**src/rtl/mult_pkg.sv**
```systemverilog
// Shared constants for the shift-add multiplier control path.
// Holds the default operand width, counter width and FSM state encodings.
package mult_pkg;

  localparam int N_DEF  = 4;
  localparam int CW_DEF = 3;

  localparam logic [2:0] S_IDLE  = 3'd0;
  localparam logic [2:0] S_CLRD  = 3'd1;
  localparam logic [2:0] S_LOAD  = 3'd2;
  localparam logic [2:0] S_ADD   = 3'd3;
  localparam logic [2:0] S_SHIFT = 3'd4;
  localparam logic [2:0] S_DONE  = 3'd5;

endpackage

```
**src/rtl/mult_iter_cnt.sv**
```systemverilog
// Iteration counter for the multiplier FSM: synchronous zero-load,
// increment enable and a flag raised on the final iteration.
module mult_iter_cnt #(
  parameter int N  = 4,
  parameter int CW = 3
) (
  input  logic clk,
  input  logic clr,
  input  logic zero,
  input  logic inc,
  output logic last
);

  logic [CW-1:0] cnt;

  // Reloaded on every operand load, so it never has to saturate.
  always_ff @(posedge clk or posedge clr) begin
    if (clr) begin
      cnt <= '0;
    end else if (zero) begin
      cnt <= '0;
    end else if (inc) begin
      cnt <= cnt + CW'(1);
    end
  end

  assign last = (cnt == CW'(N - 1));

endmodule

```
**src/rtl/mult_ctrl.sv**
```systemverilog
// Moore control FSM for the 4-bit shift-add multiplier datapath.
// All strobes decode from the registered state only.
module mult_ctrl
  import mult_pkg::*;
#(
  parameter int N  = N_DEF,
  parameter int CW = CW_DEF
) (
  input  logic clk,
  input  logic clr,
  input  logic start,
  output logic clr_dp,
  output logic ld,
  output logic ldp,
  output logic shp,
  output logic shb,
  output logic busy,
  output logic done
);

  logic [2:0] state;
  logic [2:0] state_nxt;
  logic       last;

  mult_iter_cnt #(
    .N  (N),
    .CW (CW)
  ) u_iter_cnt (
    .clk  (clk),
    .clr  (clr),
    .zero (state == S_LOAD),
    .inc  (state == S_SHIFT),
    .last (last)
  );

  always_ff @(posedge clk or posedge clr) begin
    if (clr) begin
      state <= S_IDLE;
    end else begin
      state <= state_nxt;
    end
  end

  // Unused encodings fall back to IDLE on the next edge.
  always_comb begin
    state_nxt = S_IDLE;
    case (state)
      S_IDLE:  state_nxt = start ? S_CLRD : S_IDLE;
      S_CLRD:  state_nxt = S_LOAD;
      S_LOAD:  state_nxt = S_ADD;
      S_ADD:   state_nxt = S_SHIFT;
      S_SHIFT: state_nxt = last ? S_DONE : S_ADD;
      S_DONE:  state_nxt = S_IDLE;
      default: state_nxt = S_IDLE;
    endcase
  end

  always_comb begin
    clr_dp = 1'b0;
    ld     = 1'b0;
    ldp    = 1'b0;
    shp    = 1'b0;
    shb    = 1'b0;
    busy   = 1'b0;
    done   = 1'b0;
    case (state)
      S_CLRD: begin
        clr_dp = 1'b1;
        busy   = 1'b1;
      end
      S_LOAD: begin
        ld   = 1'b1;
        busy = 1'b1;
      end
      S_ADD: begin
        ldp  = 1'b1;
        busy = 1'b1;
      end
      S_SHIFT: begin
        shp  = 1'b1;
        shb  = 1'b1;
        busy = 1'b1;
      end
      S_DONE: begin
        done = 1'b1;
        busy = 1'b1;
      end
      default: ;
    endcase
  end

endmodule

```
**config.mk**
```make
export PLATFORM = sky130hd
export DESIGN_NAME = mult_ctrl
export DESIGN_NICKNAME = d
export VERILOG_FILES = /design/src/rtl/mult_pkg.sv /design/src/rtl/mult_iter_cnt.sv /design/src/rtl/mult_ctrl.sv
export SDC_FILE = /design/constraint.sdc
export NUM_CORES = 1
export LEC_CHECK = 0
export BUFFER_PORTS_ARGS = -buffer_cell sky130_fd_sc_hd__buf_2
export CORE_AREA = 2 2 39 41
export CTS_BUF_LIST = sky130_fd_sc_hd__clkbuf_4 sky130_fd_sc_hd__clkbuf_8 sky130_fd_sc_hd__clkbuf_16
export CTS_CLUSTER_DIAMETER = 30
export DETAILED_ROUTE_END_ITERATION = 12
export DIE_AREA = 0 0 41 43
export REMOVE_ABC_BUFFERS = 1
export SLEW_MARGIN = 10
export SYNTH_ARGS = -nofsm -noshare
export SYNTH_HDL_FRONTEND = slang
export SYNTH_SLANG_ARGS = --single-unit
```
**constraint.sdc**
```tcl
create_clock -name clk -period 1.59 [get_ports clk]
set_input_delay 0.0795 -clock clk [delete_from_list [all_inputs] [get_ports clk]]
set_output_delay 0.0795 -clock clk [all_outputs]
set_load 0.01 [all_outputs]
```
==> impl_metrics.py <==
metrics = {
    "synth": {
        "syn_area_um2": 408,
        "ys_seq_elements": 6,
        "synth_edf_count": 0,
        "async_reset_ff_share_pct": 100,
        "synth_cell_types": 22,
        "syn_avg_cell_area_um2": 10.2,
        "synth_area_leaders": "dfrtp_1, nor3b_1, a211o_1",
        "ys.flop_type": "dfrtp_1",
        "synth_warnings": 0,
        "post-synth-top-area-cell": "dfrtp_1",
        "synthCells": 40,
        "ys_seq_area_share_pct": 36.8,
        "synth_top_area_share_pct": 36.8,
    },
    "floorplan": {
        "start_util_pct": 29.5,
        "fp.dieArea_um2": 1760,
        "core_um2": 1380,
        "fp.dieH_um": 43,
        "dieWidth_um": 41,
        "rows": 14,
        "pin_count": 10,
    },
    "final_layout": {
        "nets": 55,
        "final_cells": 64,
        "drive_above_1_share_pct": 31.3,
        "postLayoutCoreUtil_pct": 33.5,
        "area_growth_pct": 13.8,
        "nFillCells": 147,
        "antenna_cells": 0,
    },
    "timing": {
        "finalSetupViolCount": 0,
        "period_minus_slack_ns": 1.36,
        "tightestPinTransition_ns": 0.513,
        "fmax_mhz": 734,
        "slew_headroom_pct": 65.8,
        "fin_setup_tns_ns": 0,
        "finalHoldViolations": 0,
        "fin_ws_ns": 0.228,
        "fin_crit_sh_pct": 85.6,
        "skew_ns": 0.000821,
        "rsz0062_at_grt": "no",
        "slew_violations": 0,
        "worst_hold_slack_ns": 0.0623,
    },
    "place": {
        "io_buffers": 9,
        "hpwl_um": 479,
        "routabilityCongestion": 0.676,
        "preCtsSetupSlack_ns": 0.276,
        "placedCellCount": 60,
    },
    "route": {
        "drtIter0Drc": 7,
        "vias_per_cell": 4.97,
        "firstDrtPassIters": 4,
        "num_vias": 318,
        "wl_um": 710,
        "drtAntennaViolNets": 0,
        "wire_per_inst_um": 11.1,
        "drcViolationCount": 0,
    },
    "clock_tree": {
        "postCtsSetupBuffers": 0,
        "cts_tree": "built",
        "clk_pin_slew_worst_paths_ns": 0.04,
        "clk_latency_ns": 0.24,
        "cts_made_buffers": 3,
        "clock_path_buffers": 2,
        "clock-sinks": 6,
        "clock-root-buffer": "clkbuf_4",
        "h-tree-depth": 1,
    },
    "worst_setup_path": {
        "arrival_ns": 1.28,
        "crit_type": "reg2out",
        "r2r_start": "u_iter_cnt.cnt[0]",
        "reg2reg_slack_ns": 0.27,
        "required_ns": 1.51,
        "worst_r2r_endpoint": "u_iter_cnt.cnt[2]",
        "critPathLaunchType": "flip-flop",
        "crit_fanout": 18,
        "rr_worst_depth": 4,
        "critPathCaptureType": "primary output",
    },
    "min_path": {
        "hold_path_startpoint": "start",
        "min_to": "state[0]",
        "hold_depth": 3,
        "hold_class": "in2reg",
    },
    "global_route": {
        "grt_pass1_wl_mm": 1.21,
        "grt_max_degree": 19,
        "grt_antenna_before_repair": 0,
        "grt_pass1_vias": 275,
        "grt_usage_pct": 10.8,
        "grt_overflow": 0,
    },
    "power": {
        "p_leak_nw": 0.236,
        "ir_drop_v": 0.000667,
        "pwr_density_cell_nw_per_um2": 1960,
    },
    "job": {
        "drv_cap": 0,
    },
    "outcome": {
        "outcome": "complete, no violations",
    },
}
[metal layers]
layer / track usage, % / part of all wire [%] / vias to the layer above / wire [um]
li1: - / - / 162 / -
met1: 13.9 / 51 / 143 / 365
met2: 13.8 / 42 / 11 / 297
met3: 4.71 / 5.6 / 2 / 40
met4: 8.00 / 1.1 / 0 / 8
met5: 0 / 0 / - / 0
[registers in the layout, summed over array words and instances (netlist names)]
| register | flops |
|---|---|
| u_iter_cnt.cnt | 3 |
| state | 3 |
[where the power goes]
part	total (mW)	leakage, nW	switching, mW	internal [mW]
combinational	0.389	0.146	0.170	0.219
clock	0.139	0.0138	0.0539	0.0853
sequential	0.383	0.0761	0.164	0.220
total	0.911	0.236	0.387	0.524
[what timing repair did]
action                                 CTS  global route
gates resized for setup                  0             1
hold buffers                             1             0
endpoints found under the hold margin    6             0
setup endpoints to repair                0             1
[area by class of cell]
| cell class | count | area [um2] | area share, % |
|---|---|---|---|
| repair buffers | 10 | 55.1 | 11.9 |
| inverters | 2 | 7.51 | 1.62 |
| flip-flops and latches | 6 | 151 | 32.6 |
| well taps | 16 | 20.0 | 4.31 |
| clock buffers | 3 | 22.5 | 4.85 |
| multi-input cells | 27 | 208 | 44.7 |
[synthesized netlist by cell type (2+ instances only)]
cell type / instances
ha_1: 2
nor2_1: 2
inv_1: 2
nor3_1: 2
nor4b_1: 2
dfrtp_1: 6
a211o_1: 3
buf_6: 2
nor3b_1: 5
buf_4: 2
[worst max path at each step]
stage | slack, ns | cells past startpoint | from | end
floorplan | 0.33 | 4 | u_iter_cnt.cnt[0] | u_iter_cnt.cnt[2]
CTS | 0.12 | 3 | state[2] | clr_dp
global placement | 0.27 | 4 | u_iter_cnt.cnt[0] | u_iter_cnt.cnt[2]
finish | 0.23 | 3 | state[1] | busy
detailed placement | 0.28 | 4 | u_iter_cnt.cnt[0] | u_iter_cnt.cnt[2]
global route | 0.06 | 3 | state[1] | busy
[cell families (layout without fill, tap and decap cells)]
group,Yosys count,in the layout,share of synthesized area [%]
compound gates,8,8,15.0
fa+ha+maj,2,2,6.13
buf+inv,7,15,12.3
simple gates,17,17,29.8
flops,6,6,36.8
[placed cells by master, fill, tap and decap left out, drive strengths merged, types with 2 or more instances in the layout]
cell,Yosys,final
nor3,2,2
dfrtp,6,6
buf,5,9
nor3b,6,6
a211o,3,3
inv,2,2
ha,2,2
clkbuf,0,3
nor4b,2,2
nor2,2,2
[stage by stage]
| step | power, mW | instance area, um2 |
|---|---|---|
| floorplan | 0.625 | 365 |
| global placement | 0.764 | 430 |
| detailed placement | 0.769 | 430 |
| CTS | 0.919 | 463 |
| global route | 1.02 | 464 |
| finish | 0.911 | 464 |
[worst max-delay path: stages (launching register included)]
cell     delay [ns]
dfrtp_1        0.66
nor3_1         0.12
a21oi_1        0.12
buf_2          0.14
Note: power is estimated with default switching activity, not from simulation.
